[config.mk]
export PLATFORM = sky130hd
export DESIGN_NAME = clmul_seq_flat
export DESIGN_NICKNAME = d
export VERILOG_FILES = /design/src/rtl/clmul_if.sv /design/src/rtl/clmul_seq.sv /design/src/flat_wrapper.sv
export SDC_FILE = /design/constraint.sdc
export NUM_CORES = 1
export LEC_CHECK = 0
export ABC_AREA = 0
export CORE_MARGIN = 5
export CORE_UTILIZATION = 45
export CTS_BUF_LIST = sky130_fd_sc_hd__clkbuf_4 sky130_fd_sc_hd__clkbuf_8
export DETAILED_ROUTE_END_ITERATION = 6
export PLACE_DENSITY = 0.7
export SKIP_LAST_GASP = 1
export SLEW_MARGIN = 20
export SYNTH_ARGS = -nofsm -noshare
export SYNTH_HDL_FRONTEND = slang
export SYNTH_SLANG_ARGS = --single-unit
[constraint.sdc]
create_clock -name clk -period 1.1 [get_ports clk]
set_input_delay 0.275 -clock clk [delete_from_list [all_inputs] [get_ports clk]]
set_output_delay 0.275 -clock clk [all_outputs]
set_load 0.005 [all_outputs]
[src/rtl/clmul_if.sv]
// Operand/result handshake bundle for the sequential carry-less multiplier.
interface clmul_if #(
  parameter int unsigned K = 4,
  parameter int unsigned N = 2 * K
);
  logic [K-1:0] a;
  logic [K-1:0] b;
  logic         in_valid;
  logic         in_ready;
  logic [N-1:0] out;
  logic         out_valid;
  logic         out_ready;

  modport master (
    output a, b, in_valid, out_ready,
    input  in_ready, out, out_valid
  );

  modport slave (
    input  a, b, in_valid, out_ready,
    output in_ready, out, out_valid
  );
endinterface

[src/rtl/clmul_seq.sv]
// Shift-and-XOR GF(2) polynomial multiplier: one multiplier bit per cycle,
// fixed K-cycle latency, result held until the consumer takes it.
module clmul_seq #(
  parameter int unsigned K = 4,
  parameter int unsigned N = 2 * K
) (
  input logic   clk,
  input logic   rst,
  clmul_if.slave bus
);
  localparam int unsigned CW = $clog2(K) + 1;

  typedef enum logic [1:0] {
    IDLE = 2'd0,
    RUN  = 2'd1,
    DONE = 2'd2
  } state_e;

  state_e        state_q, state_d;
  logic [N-1:0]  acc_q, acc_d;
  logic [N-1:0]  mcand_q, mcand_d;
  logic [K-1:0]  mult_q, mult_d;
  logic [CW-1:0] cnt_q, cnt_d;
  logic          in_ready_q, in_ready_d;
  logic          out_valid_q, out_valid_d;

  // Next-state and datapath; handshake outputs are decoded from the next state
  // so they can be registered alongside it.
  always_comb begin
    state_d = state_q;
    acc_d   = acc_q;
    mcand_d = mcand_q;
    mult_d  = mult_q;
    cnt_d   = cnt_q;
    unique case (state_q)
      IDLE: begin
        if (bus.in_valid) begin
          mcand_d = N'(bus.a);
          mult_d  = bus.b;
          acc_d   = '0;
          cnt_d   = '0;
          state_d = RUN;
        end
      end
      RUN: begin
        if (mult_q[0]) acc_d = acc_q ^ mcand_q;
        mcand_d = mcand_q << 1;
        mult_d  = mult_q >> 1;
        cnt_d   = cnt_q + CW'(1);
        if (cnt_q == CW'(K - 1)) state_d = DONE;
      end
      DONE: begin
        if (bus.out_ready) state_d = IDLE;
      end
      default: state_d = IDLE;
    endcase
    in_ready_d  = (state_d == IDLE);
    out_valid_d = (state_d == DONE);
  end

  always_ff @(posedge clk or posedge rst) begin
    if (rst) begin
      state_q     <= IDLE;
      acc_q       <= '0;
      mcand_q     <= '0;
      mult_q      <= '0;
      cnt_q       <= '0;
      in_ready_q  <= 1'b1;
      out_valid_q <= 1'b0;
    end else begin
      state_q     <= state_d;
      acc_q       <= acc_d;
      mcand_q     <= mcand_d;
      mult_q      <= mult_d;
      cnt_q       <= cnt_d;
      in_ready_q  <= in_ready_d;
      out_valid_q <= out_valid_d;
    end
  end

  assign bus.out       = acc_q;
  assign bus.in_ready  = in_ready_q;
  assign bus.out_valid = out_valid_q;
endmodule

[src/flat_wrapper.sv]
// flat-port wrapper written by rule: the top's interface ports become plain ports
module clmul_seq_flat 
#(
  parameter int unsigned K = 4,
  parameter int unsigned N = 2 * K
)
  (clk, rst, bus_a, bus_b, bus_in_valid, bus_out_ready, bus_in_ready, bus_out, bus_out_valid);
  clmul_if #(.K(K), .N(N)) bus_i ();
  input logic clk;
  input logic rst;
  input wire logic [$bits(bus_i.a)-1:0] bus_a;
  input wire logic [$bits(bus_i.b)-1:0] bus_b;
  input wire logic [$bits(bus_i.in_valid)-1:0] bus_in_valid;
  input wire logic [$bits(bus_i.out_ready)-1:0] bus_out_ready;
  output wire logic [$bits(bus_i.in_ready)-1:0] bus_in_ready;
  output wire logic [$bits(bus_i.out)-1:0] bus_out;
  output wire logic [$bits(bus_i.out_valid)-1:0] bus_out_valid;
  assign bus_i.a = bus_a;
  assign bus_i.b = bus_b;
  assign bus_i.in_valid = bus_in_valid;
  assign bus_i.out_ready = bus_out_ready;
  assign bus_in_ready = bus_i.in_ready;
  assign bus_out = bus_i.out;
  assign bus_out_valid = bus_i.out_valid;
  clmul_seq #(.K(K), .N(N)) u_core (.clk(clk), .rst(rst), .bus(bus_i));
endmodule
==> results.md <==
* Outcome: finished, violations left
* Failing checks: negative setup slack
* Most common cell after layout, fill and taps aside: buf_4
* Critical path's slowest cell: dfstp_2
* Io pins at 22
* Pleak at ~0.91 nW
* Routability cong. at around 0.80
* Vias at around 1100
* Hold Vio Cnt, Final at 0
* RSZ-0062 raised after global routing: yes
* Yosys warns at 0
* Ant. Diodes at 0
* Dpl hpwl at about 2.0 mm
* Clk buf depth at 2
* Worst r2r src: u_core.state_q[1]
* Arr. time, crit path at 0.98 ns
* Antenna Nets Post-Route at 0
* Placed instance count at between 150 and 200
* Layout area overhead at 51.3%
* CTS Buf Count at 3
* Synth Instances at ~130
* Fin worst setup slack at -0.156 ns
* Worst hold path class: in2async
* Clk Latency, worst-skew pair at approximately 0.34 ns
* Critical Path Fanout Max at 1
* Buf/Inv on CP at 1
* Mapped Area at approximately 1200 um2
* Nets@finish at between 150 and 200
* Synth top area cells: dfrtp_1 53%, o21ai_1 7.7%, nand2_1 7.0%
* Clk slew on worst S/H paths at ~0.15 ns
* Chip Width at just over 60 um
* Die area at 3880 um2
* WL final at between 3 and 4 mm
* Fin Clk Skew at between 0.0015 and 0.002 ns
* CTS tree: done
* Max_slew headroom at approximately 84%
* Pwr per Cell Area at between 2000 and 3000 nW/um2
* Worst-Margin Slew at approximately 0.24 ns
* Max cap viols at 0
* Most frequent cells in the layout: 27 x buf_4, 24 x dfrtp_1, 19 x nand2_1, 13 x o21ai_1, 11 x clkdlybuf4s50_1
* Tcrit/Tclk final at 114%
* Site Rows at 19
* Largest delay contributor family on the critical path: flip-flops
* Critical Path End Type: output pin
* Total grt overflow at 0
* Post-synthesis sequential area ratio at ~55%
* Initial Utilization at 45.7%
* Drt drc at 0
* VDD IR max at around 1.8 mV
* Non-Filler Instances at 210
* Initial antenna violation count at 0
* Vias/cell at 5.47
* Worst-path cell chain: buf_6
* Crit path time final at around 1.3 ns
* Setup violations, final at 26
* R2r endpoint: u_core.bus.out[6]
* Critical path origin: u_core.bus.in_ready
* Critical path capture point: bus_in_ready
* Syn_nets at about 140
* Seq. cell area at 679 um2
* Core area at approximately 2700 um2
* Largest net degree at the start of global routing at 28
* Multi-input gate area at 638 um2
* Leading area contributor after synthesis: dfrtp_1
* Levels on crit path at 1
* CP startpoint kind: flip-flop
* Number of global-route vias before repair at 1168
* Die height at between 60 and 70 um
* Yosys top cell area share at between 50% and 60%
* Layout fillers at between 200 and 250
* Max frequency at between 700 and 800 MHz
* Setup Crit Path Kind: reg2out
* GRT Util Overall at 16.6%
* Max-slew violations at 0
* R2R Setup Slk at -0.07 ns
* Post-synthesis register bit count at 27
* Hold WS at about 0.24 ns
* Worst path required time at roughly 0.82 ns
* Reg2reg path depth at 5
* Root Buffer: clkbuf_4
* Average size of a mapped cell at between 9 and 10 um2
* TritonCTS Sinks at 27
* TritonRoute pass-1 iters at 4
* DR WL/cell at around 15 um
* DR iter-0 viols at 36
* Layout cells sized above 1 at 44.1%
* H-tree depth at 1
* Library cells used by synthesis at 22
* Port-buffer cells at 21
* Max incr delay on CP at 0.56 ns
* First-pass GRT wire length at roughly 5.2 mm
-- sequential cells by signal, indices dropped and copies added, names as in the netlist --
name and cells:
u_core.bus.in_ready 1, u_core.bus.out 8, u_core.bus.out_valid 1, u_core.cnt_q 3, u_core.mcand_q 8, u_core.mult_q 4, u_core.state_q 2
-- worst min path at each step --
stage / start / to / depth (start not counted)
5_1_grt: rst / u_core.bus.out[2] / 3
4_1_cts: rst / u_core.bus.out[6] / 3
2_1_floorplan: rst / u_core.bus.out[0] / 1
6_report: rst / u_core.bus.out[6] / 3
3_3_place_gp: u_core.cnt_q[2] / u_core.cnt_q[2] / 2
3_5_place_dp: u_core.cnt_q[2] / u_core.cnt_q[2] / 2
-- power by group --
group	total [mW]	internal, mW	switching [mW]
Combinational	2.71	1.44	1.27
Sequential	1.74	1.41	0.328
Clock	0.450	0.137	0.313
Total	4.90	2.99	1.91
-- cells by family after synthesis --
logic type      synth area share, %
buf+inv                        4.38
simple gates                   15.8
fa+ha+maj                      2.04
flops                          55.1
compound gates                 21.9
mux                           0.815
-- area by class of cell --
cell class	count	area share [%]
clock buffer	3	1.21
clock inverter	1	0.269
inverter	4	0.942
multi-input combinational	90	34.3
sequential	27	36.5
tap	31	2.09
timing repair buffer	54	24.6
-- Yosys cell counts --
master and instances:
a21boi_1 1, a21oi_1 12, a22o_1 5, a22oi_1 6, a32o_1 1, and2b_1 2
buf_2 4, buf_4 2, clkbuf_1 1, dfrtp_1 26, dfstp_2 1, ha_1 2
inv_1 4, mux2i_1 1, nand2_1 23, nand2b_1 1, nand3_1 7, nor2_1 3
nor2b_1 5, nor2b_2 1, o21ai_1 19, o21bai_1 1
-- worst register-to-register path, stage by stage (launching register included) --
cell and delay, ns:
dfrtp_2 0.48, o21bai_4 0.22, buf_6 0.15, buf_12 0.13, nand2_2 0.04, o21ai_1 0.05
-- routing by layer --
metal / vias to the layer above / track usage, % / wire length [um]
met3: 9 / 4.14 / 154
met4: 0 / 9.81 / 82
met5: - / 0 / 0
met1: 560 / 20.9 / 1330
met2: 32 / 25.6 / 1580
li1: 547 / - / -
-- stage by stage --
stage	area [um2]	power (mW)	utilization [%]	setup WS, ns	TNS, ns
2_1_floorplan	1230	2.78	-	0.0477	0
3_3_place_gp	1630	3.70	60.6	-0.305	-6.16
3_5_place_dp	1630	3.78	60.6	-0.327	-7.19
4_1_cts	1700	4.37	63.3	-0.165	-1.14
5_1_grt	1860	5.29	69.2	-0.189	-2.17
6_report	1860	4.90	69.2	-0.156	-1.11
-- repair_timing --
item,4_1_cts,5_1_grt
pin swaps,10,11
setup endpoints to repair,34,37
gates cloned,1,0
hold buffers,0,0
resized for setup,57,29
buffers inserted,4,6
Power figures use the tool's default switching activity.
==> edit: new RTL, config.mk and constraints unchanged <==
Re-encode `state_e` (3 states) as one-hot, 3 bits wide.
--- a/src/rtl/clmul_seq.sv
+++ b/src/rtl/clmul_seq.sv
@@ -11,8 +11,8 @@
   localparam int unsigned CW = $clog2(K) + 1;
 
-  typedef enum logic [1:0] {
-    IDLE = 2'd0,
-    RUN  = 2'd1,
-    DONE = 2'd2
+  typedef enum logic [2:0] {
+    IDLE = 3'b001,
+    RUN  = 3'b010,
+    DONE = 3'b100
   } state_e;
 
Behaviour: same outputs for any inputs over 10 cycles, from zero or initial values and one cycle with rst high; not proved beyond that.
==> edit against the original RTL <==
Final cell count decreased by 12%; die area up 2.4%; worst hold slack improved by 0.0093 ns; non-clock buffer count shrank 4; power down 18%; sequential cell count is 1 higher; synthesized area rose by 2.9%; cell area fell by 3.4%; wire length shrank 5.3%; clock skew increased by 0.010 ns; worst setup slack worse by 0.030 ns; the flow still finishes with violations (setup timing); critical path depth increased by 3.
==> edit: results (changes against the original RTL) <==
** Yosys
- Post-synth net total :: 119 (-16%)
- Post-synthesis compound-gate area fraction :: 13.96% (-7.9 points)
- The proportion of synthesized flip-flops having asynchronous set or reset came to 100.0% (unchanged).
- Top cells by area in the synthesized netlist :: dfrtp_1, mux2i_1, o22ai_2
- The adder-cell share of the synthesized area was 1.980% (-0.056 points).
- The sequential-to-total area share from yosys stat was 55.64% (+0.55 points).
- In the synthesized netlist, the cells that appear most often are dfrtp_1, nand2_1, mux2i_1, nor2_1, a22o_1.
- The post-synthesis mux area share was 6.337% (+5.5 points).
- The instance count of the mapped netlist came to 105 (-18%).

** Placed design
- Cell area reported after detailed placement :: 1667 um2 (+2.3%)
- The HPWL after detailed placement was 1921 um (-2.8%).
- The number of placed instances with taps included is 171 (-12%).
- The setup slack at placement is -0.3925 ns (-0.06538 ns).
- The weighted congestion reported at the end of routability-driven placement is 0.7820 (-1.9%).

** Routing
- The total routed wire length on the met1 layer came to 1313 um (-0.91%).
- The total wire length is 2976 um (-5.3%).
- The total length of routed met2 wires came to 1500 um (-5.0%).
- The routed via count was 982 (-14%).
- Violation count after the first detailed-route iteration :: 19 (-47%)
- Amount of wire on met3 after detailed routing :: 109 um (-29%)

** Global route
- Met1 usage :: 17.88% (-3.0 points)
- Fraction of met3 tracks used by global routing :: 3.597% (-0.55 points)
- The first-pass GRT wire length was 4850 um (-6.6%).
- Total global-route track usage :: 15.36% (-1.3 points)
- Number of antenna violations at the first check in global routing :: 0 (unchanged)
- The maximum number of pins on one net before global-route repair was 29 (+3.6%).
- Number of global-route vias before repair :: 1037 (-11%)
- Met2 demand-to-capacity share in global routing :: 27.44% (+1.8 points)

** Setup path
- The worst register-to-register path begins at u_core.state_q[0].
- The worst setup path is launched from a flip-flop.
- Critical path peak fanout :: 6 (+5)
- The most critical setup path has its endpoint at u_core.mult_q[2].
- Slowest stage delay, CP :: 0.61 ns (+0.05 ns)
- The setup slack of the most critical reg-to-reg path came to -0.19 ns (-0.12 ns).
- The worst reg2reg path depth was 4 (-1).
- The arrival time reported for the critical path endpoint came to 1.56 ns (+0.58 ns).

** STA
- The worst hold slack across all endpoints is 0.2503 ns (+0.009323 ns).
- The worst slew margin relative to its limit came to 84.20% (+0.47 points).
- The largest clock skew in the final design was 0.01187 ns (+0.01013 ns).
- Setup tns final :: -4.407 ns (-3.300 ns)
- The final worst-path setup slack came to -0.1856 ns (-0.02961 ns).
- Final setup viols :: 38 (+46%)

** Power
- Worst supply voltage drop on vdd :: 0.001395 V (-24%)
- Total power density per cell area :: 2242 nW/um2 (-15%)
- Static leakage power :: 0.8703 nW (-4.1%)

** Status
- The flow ran to the end, but the final reports show violations.
- The final reports fail on setup timing.

** Clocking
- The number of cells upsized or downsized after cts is 55 (-3.5%).
- The worst-skew pair later-pin latency was 0.34 ns (about the same).

** Finish
- Final Instance Count excl. Fillers :: 184 (-12%)
- The share of layout cells above drive strength 1 was 50.98% (+6.8 points).
- Filler Cells Inserted :: 223 (+4.7%)
-- edit: cell count changes after synthesis, moves of 5 or more --
cell     unedited run  this run
a21oi_1            12         3
o22ai_2             0         6
nand3_1             7         1
a22oi_1             6         0
nor3_1              0         6
mux2i_1             1         8
nand2_1            23        16
nor2b_1             5         0
o21ai_1            19         2
nor2_1              3         8
-- edit: final cells by class --
| class | count | area share [%] |
|---|---|---|
| clock buffer | 3 | 1.254 |
| clock inverter | 1 | 1.672 |
| inverter | 2 | 0.4181 |
| multi-input combinational | 69 | 32.26 |
| sequential | 28 | 39.30 |
| tap | 31 | 2.160 |
| timing repair buffer | 50 | 22.93 |
-- edit: power by group --
| group | internal (W) | total, W | switching, W |
|---|---|---|---|
| logic | 0.000893 | 0.00165 | 0.000753 |
| registers | 0.00139 | 0.00169 | 0.000297 |
| clock network | 0.000369 | 0.000692 | 0.000324 |
| total | 0.00265 | 0.00402 | 0.00137 |
